### src/rtl/tse_pcs_cfg_master_if.sv
// Avalon-MM style control-port bus between the PCS configuration master and the TSE PCS.
interface tse_pcs_cfg_master_if;
  logic [4:0]  cfg_addr;
  logic [15:0] cfg_wdata;
  logic        cfg_wr;
  logic        cfg_rd;
  logic [15:0] cfg_rdata;
  logic        cfg_busy;

  modport master (output cfg_addr, cfg_wdata, cfg_wr, cfg_rd, input cfg_rdata, cfg_busy);
  modport slave  (input cfg_addr, cfg_wdata, cfg_wr, cfg_rd, output cfg_rdata, cfg_busy);
endinterface

### src/rtl/tse_pcs_cfg_master.sv
// Brings up the TSE PCS over its control port after reset or start, then keeps polling link status.
// Define TSE_CFG_SCRATCH_CHECK_EN to prefix the sequence with a scratch register (0x10) readback check.
module tse_pcs_cfg_master #(
  parameter logic [20:0] LINK_TIMER    = 21'd200000,
  parameter logic [15:0] IF_MODE       = 16'h0003,
  parameter logic [15:0] DEV_ABILITY   = 16'h4001,
  parameter logic [15:0] CTRL_INIT     = 16'h9140,
  parameter int          POLL_INTERVAL = 1000,
  parameter int          AN_TIMEOUT    = 2000000
) (
  input  logic                 clk,
  input  logic                 reset,
  input  logic                 start,
  tse_pcs_cfg_master_if.master cfg,
  output logic                 link_up,
  output logic [15:0]          partner_ability,
  output logic                 cfg_error,
  output logic                 cfg_active
);
  localparam int WAIT_W = $clog2(POLL_INTERVAL + 1);
  localparam int TO_W   = $clog2(AN_TIMEOUT + 1);
  localparam logic [WAIT_W-1:0] POLL_LAST = WAIT_W'(POLL_INTERVAL - 1);
  localparam logic [TO_W-1:0]   TO_LAST   = TO_W'(AN_TIMEOUT - 1);
  localparam logic [TO_W-1:0]   TO_MAX    = TO_W'(AN_TIMEOUT);

  typedef enum logic [3:0] {
    IDLE, WR_LT_LO, WR_LT_HI, WR_IFM, WR_DEV, WR_CTRL, RD_CTRL, RD_STAT,
    RD_PART, WAIT, MONITOR, ERROR, WR_SCR, RD_SCR
  } state_t;

`ifdef TSE_CFG_SCRATCH_CHECK_EN
  localparam logic [15:0] SCRATCH_PATTERN = 16'hA55A;
  localparam state_t      SEQ_START       = WR_SCR;
`else
  localparam state_t      SEQ_START       = WR_LT_LO;
`endif

  state_t              r_state, w_state, r_retState, w_retState;
  logic                r_wr, w_wr, r_rd, w_rd;
  logic [4:0]          r_addr, w_addr;
  logic [15:0]         r_wdata, w_wdata, r_partner, w_partner;
  logic                r_linkUp, w_linkUp, r_error, w_error, r_active, w_active;
  logic [WAIT_W-1:0]   r_waitCnt, w_waitCnt;
  logic [TO_W-1:0]     r_toCnt, w_toCnt;
  logic                r_toRun, w_toRun;
  logic                w_launch, w_xferDone, w_isBus;

  // Packed {is_read, address, write data} for the access a bus state performs.
  function automatic logic [21:0] accessFor(input state_t s);
    case (s)
`ifdef TSE_CFG_SCRATCH_CHECK_EN
      WR_SCR:   accessFor = {1'b0, 5'h10, SCRATCH_PATTERN};
      RD_SCR:   accessFor = {1'b1, 5'h10, 16'h0000};
`endif
      WR_LT_LO: accessFor = {1'b0, 5'h12, LINK_TIMER[15:1], 1'b0};
      WR_LT_HI: accessFor = {1'b0, 5'h13, 11'b0, LINK_TIMER[20:16]};
      WR_IFM:   accessFor = {1'b0, 5'h14, IF_MODE};
      WR_DEV:   accessFor = {1'b0, 5'h04, DEV_ABILITY};
      WR_CTRL:  accessFor = {1'b0, 5'h00, CTRL_INIT};
      RD_CTRL:  accessFor = {1'b1, 5'h00, 16'h0000};
      RD_STAT:  accessFor = {1'b1, 5'h01, 16'h0000};
      RD_PART:  accessFor = {1'b1, 5'h05, 16'h0000};
      default:  accessFor = 22'h0;
    endcase
  endfunction

  always_ff @(posedge clk) begin
    if (reset) begin
      r_state    <= SEQ_START;
      r_retState <= RD_STAT;
      r_wr       <= 1'b0;
      r_rd       <= 1'b0;
      r_addr     <= 5'h00;
      r_wdata    <= 16'h0000;
      r_partner  <= 16'h0000;
      r_linkUp   <= 1'b0;
      r_error    <= 1'b0;
      r_active   <= 1'b1;
      r_waitCnt  <= '0;
      r_toCnt    <= '0;
      r_toRun    <= 1'b0;
    end else begin
      r_state    <= w_state;
      r_retState <= w_retState;
      r_wr       <= w_wr;
      r_rd       <= w_rd;
      r_addr     <= w_addr;
      r_wdata    <= w_wdata;
      r_partner  <= w_partner;
      r_linkUp   <= w_linkUp;
      r_error    <= w_error;
      r_active   <= w_active;
      r_waitCnt  <= w_waitCnt;
      r_toCnt    <= w_toCnt;
      r_toRun    <= w_toRun;
    end
  end

  // Bus states raise their strobe one cycle after entry; leaving WAIT/MONITOR raises it at once,
  // so exactly POLL_INTERVAL idle cycles separate consecutive polls.
  always_comb begin
    w_state    = r_state;
    w_retState = r_retState;
    w_wr       = r_wr;
    w_rd       = r_rd;
    w_addr     = r_addr;
    w_wdata    = r_wdata;
    w_partner  = r_partner;
    w_linkUp   = r_linkUp;
    w_error    = r_error;
    w_active   = r_active;
    w_waitCnt  = r_waitCnt;
    w_toCnt    = r_toCnt;
    w_toRun    = r_toRun;
    w_launch   = 1'b0;
    w_xferDone = (r_wr | r_rd) & ~cfg.cfg_busy;
    w_isBus    = r_state inside {WR_LT_LO, WR_LT_HI, WR_IFM, WR_DEV, WR_CTRL, RD_CTRL, RD_STAT, RD_PART};
`ifdef TSE_CFG_SCRATCH_CHECK_EN
    if (r_state inside {WR_SCR, RD_SCR}) w_isBus = 1'b1;
`endif

    if (r_toRun && r_active && r_toCnt == TO_LAST) begin
      w_state  = ERROR;
      w_wr     = 1'b0;
      w_rd     = 1'b0;
      w_error  = 1'b1;
      w_active = 1'b0;
      w_toRun  = 1'b0;
    end else begin
      if (r_toRun && r_active && r_toCnt != TO_MAX) w_toCnt = r_toCnt + TO_W'(1);
      if (w_isBus && !(r_wr || r_rd)) w_launch = 1'b1;
      if (w_xferDone) begin
        w_wr = 1'b0;
        w_rd = 1'b0;
      end
      case (r_state)
        IDLE:     w_state = SEQ_START;
`ifdef TSE_CFG_SCRATCH_CHECK_EN
        WR_SCR:   if (w_xferDone) w_state = RD_SCR;
        RD_SCR:   if (w_xferDone) begin
                    if (cfg.cfg_rdata != SCRATCH_PATTERN) begin
                      w_state  = ERROR;
                      w_error  = 1'b1;
                      w_active = 1'b0;
                    end else begin
                      w_state = WR_LT_LO;
                    end
                  end
`endif
        WR_LT_LO: if (w_xferDone) w_state = WR_LT_HI;
        WR_LT_HI: if (w_xferDone) w_state = WR_IFM;
        WR_IFM:   if (w_xferDone) w_state = WR_DEV;
        WR_DEV:   if (w_xferDone) w_state = WR_CTRL;
        WR_CTRL:  if (w_xferDone) begin
                    w_state = RD_CTRL;
                    w_toCnt = '0;
                    w_toRun = 1'b1;
                  end
        RD_CTRL:  if (w_xferDone) begin
                    w_waitCnt  = '0;
                    w_retState = RD_CTRL;
                    w_state    = cfg.cfg_rdata[15] ? WAIT : RD_STAT;
                  end
        RD_STAT:  if (w_xferDone) begin
                    w_linkUp   = cfg.cfg_rdata[2] & cfg.cfg_rdata[5];
                    w_waitCnt  = '0;
                    w_retState = RD_STAT;
                    if (r_active) w_state = w_linkUp ? RD_PART : WAIT;
                    else          w_state = (w_linkUp && !r_linkUp) ? RD_PART : MONITOR;
                  end
        RD_PART:  if (w_xferDone) begin
                    w_partner = cfg.cfg_rdata;
                    w_active  = 1'b0;
                    w_toRun   = 1'b0;
                    w_waitCnt = '0;
                    w_state   = MONITOR;
                  end
        WAIT:     if (r_waitCnt == POLL_LAST) begin
                    w_state   = r_retState;
                    w_waitCnt = '0;
                    w_launch  = 1'b1;
                  end else begin
                    w_waitCnt = r_waitCnt + WAIT_W'(1);
                  end
        MONITOR, ERROR: begin
                    if (start) begin
                      w_state   = SEQ_START;
                      w_error   = 1'b0;
                      w_linkUp  = 1'b0;
                      w_active  = 1'b1;
                      w_waitCnt = '0;
                      w_toCnt   = '0;
                      w_toRun   = 1'b0;
                    end else if (r_state == MONITOR) begin
                      if (r_waitCnt == POLL_LAST) begin
                        w_state   = RD_STAT;
                        w_waitCnt = '0;
                        w_launch  = 1'b1;
                      end else begin
                        w_waitCnt = r_waitCnt + WAIT_W'(1);
                      end
                    end
                  end
        default:  w_state = IDLE;
      endcase
    end

    if (w_launch) begin
      {w_rd, w_addr, w_wdata} = accessFor(w_state);
      w_wr = ~w_rd;
    end
  end

  assign cfg.cfg_addr    = r_addr;
  assign cfg.cfg_wdata   = r_wdata;
  assign cfg.cfg_wr      = r_wr;
  assign cfg.cfg_rd      = r_rd;
  assign link_up         = r_linkUp;
  assign partner_ability = r_partner;
  assign cfg_error       = r_error;
  assign cfg_active      = r_active;
endmodule
### src/flat_wrapper.sv
// flat-port wrapper written by rule: the top's interface ports become plain ports
module tse_pcs_cfg_master_flat 
#(
  parameter logic [20:0] LINK_TIMER    = 21'd200000,
  parameter logic [15:0] IF_MODE       = 16'h0003,
  parameter logic [15:0] DEV_ABILITY   = 16'h4001,
  parameter logic [15:0] CTRL_INIT     = 16'h9140,
  parameter int          POLL_INTERVAL = 1000,
  parameter int          AN_TIMEOUT    = 2000000
)
  (clk, reset, start, link_up, partner_ability, cfg_error, cfg_active, cfg_cfg_addr, cfg_cfg_wdata, cfg_cfg_wr, cfg_cfg_rd, cfg_cfg_rdata, cfg_cfg_busy);
  tse_pcs_cfg_master_if cfg_i ();
  input  logic clk;
  input  logic reset;
  input  logic start;
  output logic link_up;
  output logic [15:0] partner_ability;
  output logic cfg_error;
  output logic cfg_active;
  output wire logic [$bits(cfg_i.cfg_addr)-1:0] cfg_cfg_addr;
  output wire logic [$bits(cfg_i.cfg_wdata)-1:0] cfg_cfg_wdata;
  output wire logic [$bits(cfg_i.cfg_wr)-1:0] cfg_cfg_wr;
  output wire logic [$bits(cfg_i.cfg_rd)-1:0] cfg_cfg_rd;
  input wire logic [$bits(cfg_i.cfg_rdata)-1:0] cfg_cfg_rdata;
  input wire logic [$bits(cfg_i.cfg_busy)-1:0] cfg_cfg_busy;
  assign cfg_cfg_addr = cfg_i.cfg_addr;
  assign cfg_cfg_wdata = cfg_i.cfg_wdata;
  assign cfg_cfg_wr = cfg_i.cfg_wr;
  assign cfg_cfg_rd = cfg_i.cfg_rd;
  assign cfg_i.cfg_rdata = cfg_cfg_rdata;
  assign cfg_i.cfg_busy = cfg_cfg_busy;
  tse_pcs_cfg_master #(.LINK_TIMER(LINK_TIMER), .IF_MODE(IF_MODE), .DEV_ABILITY(DEV_ABILITY), .CTRL_INIT(CTRL_INIT), .POLL_INTERVAL(POLL_INTERVAL), .AN_TIMEOUT(AN_TIMEOUT)) u_core (.clk(clk), .reset(reset), .start(start), .cfg(cfg_i), .link_up(link_up), .partner_ability(partner_ability), .cfg_error(cfg_error), .cfg_active(cfg_active));
endmodule
### config.mk
export PLATFORM = sky130hd
export DESIGN_NAME = tse_pcs_cfg_master_flat
export DESIGN_NICKNAME = d
export VERILOG_FILES = /design/src/rtl/tse_pcs_cfg_master_if.sv /design/src/rtl/tse_pcs_cfg_master.sv /design/src/flat_wrapper.sv
export SDC_FILE = /design/constraint.sdc
export NUM_CORES = 1
export LEC_CHECK = 0
export ABC_AREA = 1
export BUFFER_PORTS_ARGS = -buffer_cell sky130_fd_sc_hd__buf_2
export CAP_MARGIN = 20
export CORE_MARGIN = 5
export CORE_UTILIZATION = 50
export CTS_CLUSTER_DIAMETER = 30
export DETAILED_ROUTE_END_ITERATION = 10
export PLACE_DENSITY = 0.75
export SLEW_MARGIN = 0
export SYNTH_ARGS = -nofsm -noshare
export SYNTH_HDL_FRONTEND = slang
export SYNTH_SLANG_ARGS = --single-unit
### constraint.sdc
create_clock -name clk -period 2 [get_ports clk]
set_input_delay 0 -clock clk [delete_from_list [all_inputs] [get_ports clk]]
set_output_delay 0 -clock clk [all_outputs]
set_load 0.05 [all_outputs]
After elaboration in Yosys (flattened, before gate mapping) --
Memory sizes are Yosys's and may differ from the RTL's. Cells that the tools add are included. Widths: inputs -> output; s select.
Operators by class: add/subtract/negate cells 2, reduce and logical (&&, ||, !) cells 28, equal/unequal tests 23, bitwise logic cells 6, multiplexer cells 51
Operators by type and width (number):
- $mux 4 | 17
- $mux 21 | 3
- $pmux 4 s11 | 1
- $pmux 21 s2 | 1
- $mux 10 | 4
- $pmux 10 s3 | 1
- $mux 22 | 1
- $add 21x1->21 const B | 1
- $eq 21x21->1 const B | 1
- $ne 21x21->1 const B | 1
- $mux 1 | 17
- $eq 4x3->1 const B | 4
- $eq 4x4->1 const B | 4
- $reduce_and 4->1 | 4
- $reduce_bool 3->1 | 4
- $add 10x1->10 const B | 1
- $eq 10x10->1 const B | 1
- $ne 2x1->1 const B | 5
- $ne 3x2->1 const B | 3
- $eq 4x2->1 const B | 2
- $pmux 4 s2 | 1
- $reduce_bool 2->1 | 4
- $reduce_bool 8->1 | 1
- $pmux 1 s2 | 3
- 15 further kinds | 25
Word-level totals: memory bits (read-only) 224, memories 1, flip-flop bits (word level) 82, word-level logic and storage cells 124, output and inout bits 42
Memory list:
- (no name shown) | words 16, bits a word 14, rd ports 1, clocked after Yosys merged registers in 0, wr ports 0, RTL line tse_pcs_cfg_master.sv:50 | case (s)

Depth between registers and ports, before layout --
word-level depth 12, mapped depth 17, gate-level depth less buffers 17

Least setup slack after synthesis --
OpenSTA, ideal clock, no wires.
path kind reg-to-reg, start register u_core.r_wr, in the netlist u_core.cfg.cfg_wr, end register u_core.r_addr[0], in the netlist u_core.cfg.cfg_addr[0], required time 1.890 ns, arrival time 2.148 ns, library setup time 0.110 ns, path slack -0.258 ns, stages on the path, launching flop included 17, cell sequence dfxtp_1 inv_1 nand2_1 nand2_2 nand2_1 o2111ai_1 a21oi_1 nand2_1 nor2_1 inv_1 ha_1 nand3_1 nand2_1 nand2_1 nand3_1 nand2_1 inv_1
RTL lines:
- start, declared | RTL line tse_pcs_cfg_master.sv:39 | logic r_wr, w_wr, r_rd, w_rd;
- start signal, assigned | RTL line tse_pcs_cfg_master.sv:85 | r_wr <= w_wr;
- $or 1x1->1 (*) | RTL line tse_pcs_cfg_master.sv:116 | w_xferDone = (r_wr | r_rd) & ~cfg.cfg_busy;
- $and 1x1->1 (*) | RTL line tse_pcs_cfg_master.sv:116
- $mux 4, or another cell as far along | RTL line tse_pcs_cfg_master.sv:171 | RD_PART: if (w_xferDone) begin
- $pmux 4 s11 (*) | RTL line tse_pcs_cfg_master.sv:136 | case (r_state)
- $mux 4 (*) | RTL line tse_pcs_cfg_master.sv:122 | if (r_toRun && r_active && r_toCnt == TO_LAST) begin
- net u_core.w_state[0] | RTL line tse_pcs_cfg_master.sv:38 | state_t r_state, w_state, r_retState, w_retState;
- $mem_v2 16x14 (*)
- $mux 22 (*) | RTL line tse_pcs_cfg_master.sv:208 | if (w_launch) begin
- end signal, assigned | RTL line tse_pcs_cfg_master.sv:87 | r_addr <= w_addr;
- end, declared | RTL line tse_pcs_cfg_master.sv:40 | logic [4:0] r_addr, w_addr;
The timed path passes the listed nets; every way through them passes the cells marked *. The select of a mux whose other input is x is not followed. A chain may end at the register's enable or synchronous reset.

Final worst setup path --
start register u_core.r_waitCnt[1], end register u_core.r_addr[0], in the netlist u_core.cfg.cfg_addr[0]
Between the ends: word-level cells in the longest chain between the ends 8
Ends and longest elaborated chain:
- start, declared | RTL line tse_pcs_cfg_master.sv:43 | logic [WAIT_W-1:0] r_waitCnt, w_waitCnt;
- start signal, assigned | RTL line tse_pcs_cfg_master.sv:93 | r_waitCnt <= w_waitCnt;
- $eq 10x10->1 (*) | RTL line tse_pcs_cfg_master.sv:178, tse_pcs_cfg_master.sv:195
- $mux 4 | RTL line tse_pcs_cfg_master.sv:195 | if (r_waitCnt == POLL_LAST) begin
- $mux 4 | RTL line tse_pcs_cfg_master.sv:194 | end else if (r_state == MONITOR) begin
- $mux 4 | RTL line tse_pcs_cfg_master.sv:186 | if (start) begin
- $pmux 4 s11 (*) | RTL line tse_pcs_cfg_master.sv:136
- $mux 4 (*) | RTL line tse_pcs_cfg_master.sv:122
- net u_core.w_state[1] | RTL line tse_pcs_cfg_master.sv:38
- $mem_v2 16x14 (*)
- $mux 22 (*) | RTL line tse_pcs_cfg_master.sv:208
Marked as above.

==> flow_summary.json <==
{
  "synth_ff_type": "dfxtp_1",
  "antenna_found_initial": 0,
  "yosysMostFrequentCell": "nand2_1",
  "max_freq_ghz": 0.503,
  "drt-initial-drc-count": 265,
  "grt_max_degree": 33,
  "ys_top_cells_by_area": "dfxtp_1, nand2_1, inv_1, a21oi_1, nand3_1",
  "power.density_nw_per_um2": 961,
  "avgViaCountPerCell": 5.22,
  "area.sequential_um2": 1390,
  "path_clk_slew_ns": 0.08,
  "ir_worst_vdd_mv": 1.26,
  "clockBufferDepth": 2,
  "hold_path.class": "input pin to flip-flop",
  "synth_edf_count": 0,
  "grt_usage_pct": 20.7,
  "ys_ff_latch": 68,
  "rows": 32,
  "syn_avg_cell_area_um2": 6.78,
  "critical_path_required_ns": 2.25,
  "postSynthCellCount": 572,
  "finalWorstSetupSlack_ns": 0.0132,
  "rsz0062_at_grt": "true",
  "status": "finished clean",
  "crit_type": "flip-flop to flip-flop",
  "dieHeight_um": 98.0,
  "cts_buffers": 9,
  "maxCapViolCount": 0,
  "fp.dieW_um": 98.0,
  "overflow": 0,
  "synthTopCellsByCount": "nand2_1, inv_1, dfxtp_1",
  "fill_cells": 656,
  "diodes": 0,
  "hpwl_um": 7440,
  "final_max_slew_viol_count": 0,
  "cts_sinks": 68,
  "synth_top_cell_by_area": "dfxtp_1",
  "place_ws_ns": -0.118,
  "io-pin-count": 62,
  "ant_nets": 0,
  "arrival_ns": 2.23,
  "nets": 714,
  "portBuffers": 53,
  "dieArea_um2": 9610,
  "postLayoutCellArea_um2": 5150,
  "end_kind": "flip-flop",
  "ys_types": 42,
  "async_flop_share_pct": 0,
  "post_drt_wl_per_cell_um": 13.4,
  "power_w": 0.00495,
  "syn_to_final_growth_pct": 32.9,
  "htree_levels": 3,
  "synth_top_area_share_pct": 35.1,
  "ys_seq_area_share_pct": 35.1,
  "worstSkewPairLatency_ns": 0.35,
  "period_needed_ns": 1.99,
  "cts_tree": "done",
  "multi_input_area_um2": 2260,
  "gp_congestion": 0.947,
  "p_leak_nw": 2.37,
  "finalSetupViolations": 0,
  "grt_pass1_vias": 3817,
  "drc_errors": 0,
  "firstDrtPassIters": 7,
  "hold_viol_final": 0,
  "yosysWarnings": 0,
  "drive_gt1_share_pct": 30.4,
  "critPathLaunchType": "flip-flop",
  "finalCritPeriodShare_pct": 99.3,
  "cts-root-buf": "clkbuf_8",
  "core_area_um2": 7650,
  "vias": 4136,
  "placed_area_um2": 4490,
  "grt_pass1_wl_um": 16800,
  "drt-total-wl_um": 10600,
  "syn_area_um2": 3880,
  "finClkSkew_ns": 0.0107,
  "start_util_pct": 50.7,
  "worstPathMaxFanout": 3
}
==> logic make-up (layout without fill, tap and decap cells) <==
logic type	count (synthesis)	count (layout)	share of synthesized area (%)
compound gates	96	96	13.5
xor+xnor	4	4	0.904
fa+ha+maj	8	8	2.58
buf+inv	105	217	12.4
flops	68	68	35.1
other cells	1	8	0.0967
simple gates	290	290	35.5
==> power breakdown <==
| group | switching [W] | total (W) | internal, W |
|---|---|---|---|
| sequential | 0.0000908 | 0.00156 | 0.00147 |
| clock | 0.000564 | 0.00140 | 0.000837 |
| combinational | 0.00127 | 0.00199 | 0.000714 |
==> layer usage <==
metal | vias up | part of all wire (%) | wire (um) | global-route usage, %
met5 | - | 0 | 0 | 0
met4 | 0 | 1.8 | 193 | 7.45
met3 | 26 | 6.6 | 699 | 4.86
met2 | 145 | 47 | 4970 | 34.2
met1 | 1884 | 45 | 4740 | 26.4
li1 | 2081 | - | - | -
==> layout make-up <==
type                    count  area share (%)
clock inverters             7            2.38
inverters                  81            5.95
repair buffers            120            16.0
flip-flops and latches     68            26.9
clock buffers               9            2.40
multi-input cells         406            43.8
well taps                 102            2.48
==> registers in the layout, summed over array words and instances, names as in the netlist <==
signal                  count
u_core.cfg.cfg_wr           1
u_core.r_toCnt             21
u_core.cfg.cfg_rd           1
u_core.cfg_active           1
u_core.cfg.cfg_addr         4
u_core.r_state              4
u_core.link_up              1
u_core.cfg.cfg_wdata        6
u_core.partner_ability     16
u_core.r_toRun              1
u_core.r_retState           1
u_core.r_waitCnt           10
u_core.cfg_error            1
==> layout by cell type (no fill, tap or decap), types with 3 or more instances in the layout <==
cell type      netlist  layout
dfxtp_2              0      11
inv_1               72      69
nor2_4               2       5
nand2_1            120     109
nor2_2               7       8
a21oi_1             50      49
buf_2                2      53
nor2_1              60      56
nand4_1             17      17
dfxtp_4              0       3
dfxtp_1             68      54
clkbuf_8             0       9
xor2_1               3       3
nor4_1               4       4
nand3_1             49      44
nand2_4              3       7
nor3_1               8       8
nor3b_2              3       3
dlygate4sd3_1        0      15
ha_2                 0       3
nand3_4              1       3
buf_4               12      49
o21ai_0             23      21
o21ai_1             10      11
bufinv_16            0       3
nand3_2              4       7
ha_4                 0       4
nand2_2              5      12
inv_2                9      11
conb_1               1       8
==> worst paths after layout <==
check | start | endpoint | slack [ns] | depth (start not counted)
setup / recovery | u_core.r_waitCnt[1] | u_core.cfg.cfg_addr[0] | 0.01 | 16
hold / removal | cfg_cfg_rdata[15] | u_core.partner_ability[15] | 0.009 | 3
setup reg to reg | u_core.r_waitCnt[1] | u_core.cfg.cfg_addr[0] | 0.01 | 16
hold reg to reg | u_core.partner_ability[13] | u_core.partner_ability[13] | 0.44 | 2
==> worst max-delay path: stages, from the launching register on <==
cell	delay, ns
dfxtp_2	0.34
ha_4	0.17
nand2_4	0.06
nor2_4	0.05
buf_4	0.14
nand3_2	0.07
o21ai_1	0.06
nor2_1	0.12
nand3_2	0.14
buf_6	0.16
ha_2	0.17
nand2_1	0.10
nand2_2	0.07
nand2_2	0.06
nand3_2	0.07
nand2_2	0.08
inv_2	0.03
==> repair_timing <==
action / in CTS / in global routing
endpoints found under the setup margin: 6 / 25
resized for setup: 21 / 43
hold endpoints to repair: 15 / 0
hold buffers: 15 / 0
gates cloned: 0 / 0
setup buffers: 3 / 3
pin swaps: 9 / 19
==> through the flow <==
step                hold slack [ns]  util [%]  setup TNS, ns  std cells
global placement              0.285      58.7              0        756
CTS                         0.00744      64.9              0        790
global route                 0.0565      67.4         -0.361        793
detailed placement            0.290      58.7         -0.124        756
floorplan                     0.190         -              0        579
finish                      0.00906      67.4              0        793
(Power assumes the default switching activity.)
